==> config.mk <==
export PLATFORM = sky130hd
export DESIGN_NAME = uart_cmd_rx
export DESIGN_NICKNAME = d
export VERILOG_FILES = /design/src/rtl/uart_pkg.sv /design/src/rtl/uart_rx_byte.sv /design/src/rtl/uart_cmd_rx.sv
export SDC_FILE = /design/constraint.sdc
export NUM_CORES = 1
export LEC_CHECK = 0
export CORE_MARGIN = 3
export CORE_UTILIZATION = 61
export DETAILED_ROUTE_END_ITERATION = 8
export PLACE_DENSITY = 0.89
export SLEW_MARGIN = 5
export SYNTH_ARGS = -nofsm -noshare
export SYNTH_HDL_FRONTEND = slang
export SYNTH_SLANG_ARGS = --single-unit
==> constraint.sdc <==
create_clock -name clock -period 3.9 [get_ports clock]
set_clock_uncertainty 0.15 [all_clocks]
set_input_delay 0.585 -clock clock [delete_from_list [all_inputs] [get_ports clock]]
set_output_delay 0.585 -clock clock [all_outputs]
set_load 0.01 [all_outputs]
==> src/rtl/uart_pkg.sv <==
// Shared constants for the serial command receiver: frame tag and FSM encodings.
package uart_pkg;

  // Upper five bits of a valid header byte; the low three carry the opcode.
  localparam logic [4:0] CMD_TAG = 5'b10100;

  // Byte receiver states.
  localparam logic [1:0] RX_IDLE  = 2'd0;
  localparam logic [1:0] RX_START = 2'd1;
  localparam logic [1:0] RX_DATA  = 2'd2;
  localparam logic [1:0] RX_STOP  = 2'd3;

  // Frame assembler states.
  localparam logic [1:0] AS_HDR = 2'd0;
  localparam logic [1:0] AS_OPA = 2'd1;
  localparam logic [1:0] AS_OPB = 2'd2;

  function automatic logic is_hdr(input logic [7:0] d);
    return d[7:3] == CMD_TAG;
  endfunction

endpackage

==> src/rtl/uart_rx_byte.sv <==
// 8N1 byte receiver: two-flop synchronizer, falling-edge start detect,
// mid-bit sampling, one-cycle byte_valid / frame_err strobes.
module uart_rx_byte #(
  parameter int CLKS_PER_BIT = 104
) (
  input  logic       clock,
  input  logic       reset,
  input  logic       ena,
  input  logic       rx,
  output logic [7:0] data,
  output logic       byte_valid,
  output logic       frame_err,
  output logic       busy
);
  import uart_pkg::*;

  localparam int             CW   = $clog2(CLKS_PER_BIT);
  localparam logic [CW-1:0]  HALF = CW'(CLKS_PER_BIT / 2 - 1);
  localparam logic [CW-1:0]  LAST = CW'(CLKS_PER_BIT - 1);

  logic          sync1, rxs, rxs_d;
  logic [1:0]    state;
  logic [CW-1:0] cnt;
  logic [2:0]    bit_idx;
  logic [7:0]    shreg;
  logic          stop_wait;   // bad stop seen, waiting for the line to go idle

  // Synchronizer plus one extra stage for falling-edge detection; all idle high.
  always_ff @(posedge clock) begin
    if (reset) begin
      sync1 <= 1'b1;
      rxs   <= 1'b1;
      rxs_d <= 1'b1;
    end else begin
      sync1 <= rx;
      rxs   <= sync1;
      rxs_d <= rxs;
    end
  end

  // Byte FSM: start qualify at half bit, then sample every full bit period.
  always_ff @(posedge clock) begin
    if (reset) begin
      state      <= RX_IDLE;
      cnt        <= '0;
      bit_idx    <= '0;
      shreg      <= '0;
      stop_wait  <= 1'b0;
      byte_valid <= 1'b0;
      frame_err  <= 1'b0;
    end else if (!ena) begin
      state      <= RX_IDLE;
      cnt        <= '0;
      bit_idx    <= '0;
      stop_wait  <= 1'b0;
      byte_valid <= 1'b0;
      frame_err  <= 1'b0;
    end else begin
      byte_valid <= 1'b0;
      frame_err  <= 1'b0;
      case (state)
        RX_IDLE: begin
          if (rxs_d && !rxs) begin
            state <= RX_START;
            cnt   <= '0;
          end
        end
        RX_START: begin
          if (cnt == HALF) begin
            cnt     <= '0;
            bit_idx <= '0;
            state   <= rxs ? RX_IDLE : RX_DATA;   // high at mid-start = glitch
          end else begin
            cnt <= cnt + 1'b1;
          end
        end
        RX_DATA: begin
          if (cnt == LAST) begin
            cnt     <= '0;
            shreg   <= {rxs, shreg[7:1]};          // LSB arrives first
            bit_idx <= bit_idx + 3'd1;
            if (bit_idx == 3'd7) state <= RX_STOP;
          end else begin
            cnt <= cnt + 1'b1;
          end
        end
        RX_STOP: begin
          if (stop_wait) begin
            if (rxs) begin
              stop_wait <= 1'b0;
              state     <= RX_IDLE;
            end
          end else if (cnt == LAST) begin
            cnt <= '0;
            if (rxs) begin
              byte_valid <= 1'b1;
              state      <= RX_IDLE;
            end else begin
              frame_err <= 1'b1;
              stop_wait <= 1'b1;
            end
          end else begin
            cnt <= cnt + 1'b1;
          end
        end
        default: state <= RX_IDLE;
      endcase
    end
  end

  assign data = shreg;
  assign busy = (state != RX_IDLE);

endmodule

==> src/rtl/uart_cmd_rx.sv <==
// Serial command receiver: assembles header/A/B byte frames into a registered
// a/b/opcode update with a one-cycle cmd_valid strobe.
module uart_cmd_rx #(
  parameter int CLKS_PER_BIT = 104,
  parameter int TIMEOUT_BITS = 20
) (
  input  logic       clock,
  input  logic       reset,
  input  logic       ena,
  input  logic       rx,
  output logic [7:0] a,
  output logic [7:0] b,
  output logic [2:0] opcode,
  output logic       cmd_valid,
  output logic       frame_err,
  output logic       hdr_err,
  output logic       busy
);
  import uart_pkg::*;

  localparam int            TO_CYCLES = TIMEOUT_BITS * CLKS_PER_BIT;
  localparam int            TW        = $clog2(TO_CYCLES + 1);
  localparam logic [TW-1:0] TO_LAST   = TW'(TO_CYCLES - 1);

  logic [7:0]    rx_data;
  logic          byte_valid, byte_busy;
  logic [1:0]    as_state;
  logic [TW-1:0] tcnt;
  logic          commit;      // B latched; outputs load on the following edge
  logic [7:0]    a_p, b_p;
  logic [2:0]    op_p;

  uart_rx_byte #(.CLKS_PER_BIT(CLKS_PER_BIT)) u_byte (
    .clock      (clock),
    .reset      (reset),
    .ena        (ena),
    .rx         (rx),
    .data       (rx_data),
    .byte_valid (byte_valid),
    .frame_err  (frame_err),
    .busy       (byte_busy)
  );

  // Assembler FSM with mid-frame inter-byte timeout; a byte beats a timeout.
  always_ff @(posedge clock) begin
    if (reset || !ena) begin
      as_state  <= AS_HDR;
      tcnt      <= '0;
      commit    <= 1'b0;
      cmd_valid <= 1'b0;
      hdr_err   <= 1'b0;
    end else begin
      cmd_valid <= 1'b0;
      hdr_err   <= 1'b0;
      if (commit) begin
        commit    <= 1'b0;
        cmd_valid <= 1'b1;
        as_state  <= AS_HDR;
        tcnt      <= '0;
      end else if (frame_err) begin
        as_state <= AS_HDR;
        tcnt     <= '0;
      end else if (byte_valid) begin
        tcnt <= '0;
        case (as_state)
          AS_HDR: begin
            if (is_hdr(rx_data)) as_state <= AS_OPA;
            else                 hdr_err  <= 1'b1;
          end
          AS_OPA:  as_state <= AS_OPB;
          AS_OPB:  commit   <= 1'b1;
          default: as_state <= AS_HDR;
        endcase
      end else if (as_state != AS_HDR) begin
        if (tcnt == TO_LAST) begin
          as_state <= AS_HDR;
          tcnt     <= '0;
        end else begin
          tcnt <= tcnt + 1'b1;
        end
      end
    end
  end

  // Pending frame fields, captured as each byte is accepted.
  always_ff @(posedge clock) begin
    if (reset) begin
      op_p <= '0;
      a_p  <= '0;
      b_p  <= '0;
    end else if (ena && byte_valid && !commit && !frame_err) begin
      case (as_state)
        AS_HDR:  op_p <= rx_data[2:0];
        AS_OPA:  a_p  <= rx_data;
        AS_OPB:  b_p  <= rx_data;
        default: ;
      endcase
    end
  end

  // Output registers: updated only on a completed frame, held across ena low.
  always_ff @(posedge clock) begin
    if (reset) begin
      a      <= '0;
      b      <= '0;
      opcode <= '0;
    end else if (ena && commit) begin
      a      <= a_p;
      b      <= b_p;
      opcode <= op_p;
    end
  end

  // Registered busy; trails the FSM states by one cycle.
  always_ff @(posedge clock) begin
    if (reset || !ena) busy <= 1'b0;
    else               busy <= byte_busy || (as_state != AS_HDR) || commit;
  end

endmodule

## Word-level counts from Yosys, hierarchy flattened

Index checks and enable logic that the tools add are counted.

- Bitwise operators: 5
- Equal/unequal tests: 18
- Mux-type cells: 30
- Reduce and logical (&&, ||, !) cells: 34
- Add/sub/neg operators: 3

Operators with widths:

| operator | count |
|---|---|
| 7-bit two-way mux | 4 |
| 7-bit one-hot mux with 4 select lines | 1 |
| 2-bit two-way mux | 12 |
| 12-bit by 1-bit adder with 12-bit output, second input constant | 1 |
| 12-bit equality test, second input constant | 1 |
| 12-bit two-way mux | 1 |
| 4-bit OR reduction | 3 |
| 2-bit nonzero test | 5 |
| 5-bit OR reduction | 2 |
| 2-bit by 1-bit inequality test with 1-bit output, second input constant | 4 |
| 2-bit one-hot mux with 4 select lines | 1 |
| 2-bit AND reduction | 4 |
| 7-bit by 1-bit adder with 7-bit output, second input constant | 1 |
| 7-bit by 6-bit equality test with 1-bit output, second input constant | 1 |
| 7-bit equality test, second input constant | 1 |
| 1-bit two-way mux | 7 |
| 2-bit equality test, second input constant | 3 |
| 3-bit two-way mux | 2 |
| 2-bit one-hot mux with 3 select lines | 1 |
| 3-bit one-hot mux with 2 select lines | 1 |
| 3-bit AND reduction | 2 |
| 5-bit equality test, second input constant | 1 |
| 1-bit logical AND | 5 |
| 1-bit inverter | 5 |
| 13 further kinds | 21 |

- Flip-flop bits (word level): 82
- Output and inout port bits: 23
- Bits of input ports: 4
- Word-level logic and storage cells: 112

## Depth between registers and ports, before layout

Gate-level depths: netlist of run 1.

- Depth after elaboration: 4
- Depth in mapped cells: 7
- Gate-level depth less buffers: 5

## Cells and area by module

A second synthesis of run 1 with hierarchy kept.

- Cells, all modules: 371
- Area, all modules: 3390.8 um^2

By module, submodules not included:

| module | cells each | seq. area each (um^2) | times used | area an instance (um^2) |
|---|---|---|---|---|
| uart_cmd_rx | 240 | 1121.1 | 1 | 2173.3 |
| uart_rx_byte | 131 | 520.5 | 1 | 1217.4 |

## Least setup slack after synthesis of run 1

No wires, ideal clock.

- Path kind: input port to flip-flop
- From: in reset
- To: reg as_state[1]
- Setup time: 0.078 ns
- Required time: 3.672 ns
- Path slack: 2.164 ns
- Stages on the path: 5
- Arrival: 1.508 ns
- Buffers on the path: 2
- Cell sequence: clkbuf_1 > nand2b_1 > clkbuf_1 > or3_1 > nor3_1

- Word-level cells in the longest chain between the ends: 2

Ends and longest elaborated chain:

| what | RTL line | RTL |
|---|---|---|
| start: declaration | uart_cmd_rx.sv:8 | `input logic reset,` |
| 1-bit logical OR | uart_cmd_rx.sv:46 | `if (reset \|\| !ena) begin` |
| 3-bit OR reduction (no source line) | -- |  |
| end signal: assignment | uart_cmd_rx.sv:47 | `as_state <= AS_HDR;` |
| end signal: assignment | uart_cmd_rx.sv:58 | `as_state <= AS_HDR;` |
| end signal: assignment | uart_cmd_rx.sv:61 | `as_state <= AS_HDR;` |
| end: declaration | uart_cmd_rx.sv:27 | `logic [1:0] as_state;` |

Every way passes these cells.
A chain may end at the register's enable or synchronous reset.

## Worst setup path after layout of run 1

- From: in ena
- To: reg tcnt[1]

- Word-level cells in the longest chain between the ends: 3

Ends and longest elaborated chain:

| what | RTL line | RTL |
|---|---|---|
| start: declaration | uart_cmd_rx.sv:9 | `input logic ena,` |
| 1-bit logical NOT | -- |  |
| 1-bit logical OR | uart_cmd_rx.sv:46 |  |
| 4-bit OR reduction (no source line) | -- |  |
| end signal: assignment | uart_cmd_rx.sv:79 | `tcnt <= tcnt + 1'b1;` |
| end: declaration | uart_cmd_rx.sv:28 | `logic [TW-1:0] tcnt;` |

Every way passes these cells.

==> results.tsv, run 1 <==
metric	value	unit
outcome	complete, no violations	
async_flop_share	0	%
finalHoldViolCount	0	
endpoint_kind	register	
grt_pass1_wl	11520	microns
wl	6633	microns
initial_core_util	64.21	%
fp-row-count	26	
synth_edf_count	0	
multiInputGateArea	1574	sq um
drtPass1Iterations	4	
tightestPinTransition	692.0	ps
avgRoutedWirePerCell	14.23	microns
cts_hold_buf	0	
clock_latency	370	ps
clock.fmax	436.9	MHz
power.density	378.2	nW/um^2
vdd_ir_drop_max	0.2809	mV
yosysWarningCount	0	
clockRootBuffer	clkbuf_8	
vias	2644	
path_class	in2reg	
r2r_slack	1640	ps
ys_seq_area_share	49.12	%
report.final.slew_viol_count	0	
syn-instance-count	374	
post-place-ws	1265	ps
drc	0	
cp_slowest_cell	clkdlybuf4s50_1	
post-route-period-util	58.69	%
worstPathRequired	4040	ps
seq_area	1642	sq um
setup-violations-final	0	
io-pin-count	27	
r2r_start	u_byte.cnt[0]	
netlist_area	3342	sq um
cp_max_fo	16	
path_delay_family	simple AND/OR/NAND/NOR gates	
path_clk_slew	90	ps
synth-seq-cells	82	
worstSetupStartpoint	ena	
syn_avg_cell_area	8.936	sq um
fp.dieW	80.02	microns
r2r-end	u_byte.data[3]	
cts.path.max_buffers	2	
nets	399	
synth.most_common_cell	dfxtp_1	
synthToLayoutAreaGrowth	13.03	%
overflow	0	
n_fill_cell	380	
worst_slack	1611	ps
critPathBufInv	1	
cp_cell_sequence	clkdlybuf4s50_1, nand2b_1, nor3_2, nand3_1, a21oi_1	
drtIter0Drc	183	
post_cts_resize_count	0	
via_per_inst	5.674	
rsz0062_at_grt	no	
grt_max_degree	51	
fin_util	72.57	%
cellLeakagePower	1.363	nW
dp_hpwl	4388	microns
crit_end	tcnt[1]	
synth_area_leaders	dfxtp_1, mux2i_1, nand2_1	
antenna_left	0	
postCtsSetupRepairBufs	0	
netlist.area_leader.share	49.12	%
dieHeight	80.02	microns
yosys-top-cells-count	dfxtp_1, nand2_1, a21oi_1, nor2_1, mux2i_1	
synth_top_cell_by_area	dfxtp_1	
grt_use_total	23.07	%
hold_path_class	reg2reg	
hold_ws	279.4	ps
cts_buffers	9	
die_area	6402	sq um
synth.net_count	382	
cts.sinks	82	
timing.final.crit_period	2289	ps
relSlewSlack	53.87	%
drive_gt1_share	6.566	%
first_global_vias	2490	
antenna_found_initial	0	
core_area	5205	sq um
htreeDepth	3	
tritoncts	yes	
tns	0	ps
maxCapViolations	0	
rr_worst_depth	5	
max_stage_delay	550	ps
critPathLaunchType	input port	
gp_congestion	0.8723	
cp.arrival	2430	ps
n_antenna_cell	0	
crit_cells	5	
synthFlopType	dfxtp_1	
portBuffers	26	
ys_types	47	
report_power, final:
part	switching (mW)	total (mW)	internal, mW
clock	0.326	0.562	0.237
combinational	0.0184	0.0263	0.00785
sequential	0.00209	0.840	0.838
total	0.346	1.43	1.08
layout by cell type (no fill, tap or decap), types with 9 or more instances in the layout:
cell type	instances
dfxtp_1	82
nand2_1	55
a21oi_1	40
nor2_1	40
clkdlybuf4s50_1	26
mux2i_1	24
nand3_1	13
nor3_1	11
clkbuf_8	9
through the flow:
stage / std cells / cell area (sq um) / power (mW)
finish: 466 / 3777 / 1.429
global placement: 450 / 3601 / 0.8850
CTS: 466 / 3777 / 1.429
detailed placement: 450 / 3601 / 0.8858
global route: 466 / 3777 / 1.470
floorplan: 374 / 3342 / 0.8787
registers in the layout (all words and copies together), names as in the netlist, 2 cells and up, named ones only:
| name | count |
|---|---|
| tcnt | 12 |
| a | 8 |
| a_p | 8 |
| b | 8 |
| b_p | 8 |
| u_byte.data | 8 |
| u_byte.cnt | 7 |
| op_p | 3 |
| opcode | 3 |
| u_byte.bit_idx | 3 |
| as_state | 2 |
how the worst min path moves through the flow:
stage | from | end | slack (ps) | cells after the start
floorplan | u_byte.sync1 | u_byte.rxs | 240 | 1
global placement | u_byte.sync1 | u_byte.rxs | 240 | 1
detailed placement | u_byte.sync1 | u_byte.rxs | 260 | 1
CTS | u_byte.sync1 | u_byte.rxs | 280 | 1
global route | u_byte.sync1 | u_byte.rxs | 300 | 1
finish | u_byte.sync1 | u_byte.rxs | 280 | 1
per-layer routing:
| layer | track usage (%) | wire length [microns] | vias up |
|---|---|---|---|
| met5 | 0 | 0 | - |
| met4 | 7.601 | 131 | 0 |
| met3 | 7.223 | 294 | 11 |
| met2 | 35.84 | 3136 | 55 |
| met1 | 30.44 | 3070 | 1251 |
| li1 | - | - | 1327 |
cell type report:
class	count	area share, %
flip-flops and latches	82	43.46
multi-input cells	263	41.67
repair buffers	27	7.088
clock buffers	10	3.379
well taps	70	2.319
clock inverters	6	1.292
inverters	8	0.7950
cell families (layout without fill, tap and decap cells):
logic type / count (synthesis) / in the layout / synth area share [%]
xor gates and xnor gates: 14 / 14 / 3.669
adders and majority gates: 4 / 4 / 1.498
muxes: 24 / 24 / 7.188
AOI/OAI and AO/OA: 63 / 63 / 11.42
buffers and inverters: 29 / 51 / 3.781
and+or+nand+nor: 158 / 158 / 23.32
DFF: 82 / 82 / 49.12
(Power assumes the default switching activity.)
==> inputs of run 2 (changes only) <==
CORE_UTILIZATION = 51   (was 61)
PLACE_DENSITY = 0.8   (was 0.89)
clock period = 1.9 ns   (was 3.9 ns; I/O delays follow)
==> results.tsv, run 2 (synthesis results as in run 1) <==
metric	value	unit	change
outcome	complete, no violations		unchanged
cts_hold_buf	0		unchanged
final_cell_area	3986	sq um	was 3777 sq um
vias	2664		was 2644
core_area	6131	sq um	was 5205 sq um
drtIter0Drc	151		was 183
largest_register_ffs	12		unchanged
final_common_cell	dfxtp_1		unchanged
cts.path.max_buffers	2		unchanged
hold_ws	262.1	ps	was 279.4 ps
nets	416		was 399
path_class	reg2reg		was in2reg
placed_area	3760	sq um	was 3601 sq um
first_global_vias	2502		was 2490
cellLeakagePower	1.482	nW	was 1.363 nW
overflow	0		unchanged
grt_pass1_wl	11410	microns	was 11520 microns
worstSetupStartpoint	u_byte.cnt[0]		was ena
postCtsSetupRepairBufs	0		unchanged
clockRootBuffer	clkbuf_8		unchanged
via_per_inst	5.459		was 5.674
tns	0	ps	unchanged
avgRoutedWirePerCell	13.41	microns	was 14.23 microns
dp_hpwl	4438	microns	was 4388 microns
cp_slowest_cell	dfxtp_1		was clkdlybuf4s50_1
fp.dieW	86.95	microns	was 80.02 microns
max_stage_delay	360	ps	was 550 ps
dieHeight	86.95	microns	was 80.02 microns
timing.final.crit_period	1782	ps	
drive_gt1_share	11.14	%	was 6.566%
worstPathRequired	1980	ps	was 4040 ps
fp-row-count	28		was 26
crit_end	u_byte.data[3]		was tcnt[1]
antenna_left	0		unchanged
cts_buffers	9		unchanged
grt_max_degree	51		unchanged
relSlewSlack	69.30	%	was 53.87%
cts.sinks	82		unchanged
drtPass1Iterations	4		unchanged
post-route-period-util	93.77	%	
io-pin-count	27		unchanged
clock_latency	350	ps	was 370 ps
top_register	tcnt		unchanged
synthToLayoutAreaGrowth	19.28	%	was 13.03%
wl	6546	microns	was 6633 microns
power.density	796.8	nW/um^2	was 378.2 nW/um^2
grt_use_total	19.06	%	was 23.07%
finalPower	3.176	mW	was 1.429 mW
vdd_ir_drop_max	0.5197	mV	was 0.2809 mV
initial_core_util	54.51	%	was 64.21%
tightestPinTransition	454.1	ps	was 692.0 ps
critPathBufInv	2		was 1
antenna_found_initial	0		unchanged
hold_path_class	reg2reg		unchanged
portBuffers	26		unchanged
endpoint_kind	register		unchanged
n_antenna_cell	0		unchanged
path_clk_slew	80	ps	was 90 ps
r2r_start	u_byte.cnt[0]		unchanged
gp_congestion	0.8359		was 0.8723
path_delay_family	simple AND/OR/NAND/NOR gates		unchanged
die_area	7560	sq um	was 6402 sq um
rr_worst_depth	7		was 5
cp_cell_sequence	ha_1, and3b_1, buf_12, and4_4, buf_12, mux2i_2, nor2_1		was clkdlybuf4s50_1, nand2b_1, nor3_2, nand3_1, a21oi_1
maxCapViolations	0		unchanged
layout.cells.non_filler	488		was 466
r2r-end	u_byte.data[3]		unchanged
crit_cells	7		was 5
r2r_slack	120	ps	was 1640 ps
crit_top_cell	buf_12		
drc	0		unchanged
setup-violations-final	0		unchanged
report.final.slew_viol_count	0		unchanged
tritoncts	yes		unchanged
clock.fmax	561.3	MHz	
placed_cells	472		was 450
cp.arrival	1860	ps	was 2430 ps
finalHoldViolCount	0		unchanged
critPathLaunchType	register		was input port
cp_max_fo	10		was 16
layout_common_cells	dfxtp_1, nand2_1, a21oi_1, nor2_1, clkdlybuf4s50_1		unchanged
htreeDepth	3		unchanged
-- run 2: where the power goes --
part / leakage [nW] / internal (mW) / switching (mW)
sequential: 0.661 / 1.72 / 0.00269
clock: 0.109 / 0.772 / 0.616
combinational: 0.712 / 0.0241 / 0.0413
total: 1.48 / 2.52 / 0.660
-- run 2: final cells by class --
class	instances	area (sq um)
fillers	500	2145
flip-flops and latches	82	1643
multi-input cells	263	1580
repair buffers	44	420.4
clock buffers	11	141.4
well taps	75	93.84
clock inverters	5	77.57
inverters	8	30.03
-- run 2: how the worst min path moves through the flow --
stage	slack (ps)	startpoint	cells past startpoint	to
global placement	240	u_byte.sync1	1	u_byte.rxs
floorplan	240	rx	1	u_byte.sync1
global route	300	u_byte.sync1	1	u_byte.rxs
finish	260	u_byte.sync1	1	u_byte.rxs
detailed placement	240	u_byte.sync1	1	u_byte.rxs
CTS	260	u_byte.sync1	1	u_byte.rxs
-- run 2: timing repair --
item	in CTS	in global routing
resized for setup	0	3
endpoints found under the setup margin	0	8
hold endpoints to repair	0	0
-- run 2: layer usage --
layer	up-vias	routed length, microns	track usage (%)
met1	1234	3164	25.33
li1	1359	-	-
met5	-	0	0
met4	0	171	9.207
met3	17	250	4.541
met2	54	2960	29.05
-- run 2: metrics by stage --
step	util [%]	setup WS (ps)
after detailed placement	61.33	-11.93
after global routing	65.02	-10.97
after CTS	64.90	59.81
final	65.02	118.4
after floorplan	-	202.9
after global placement	61.33	49.61
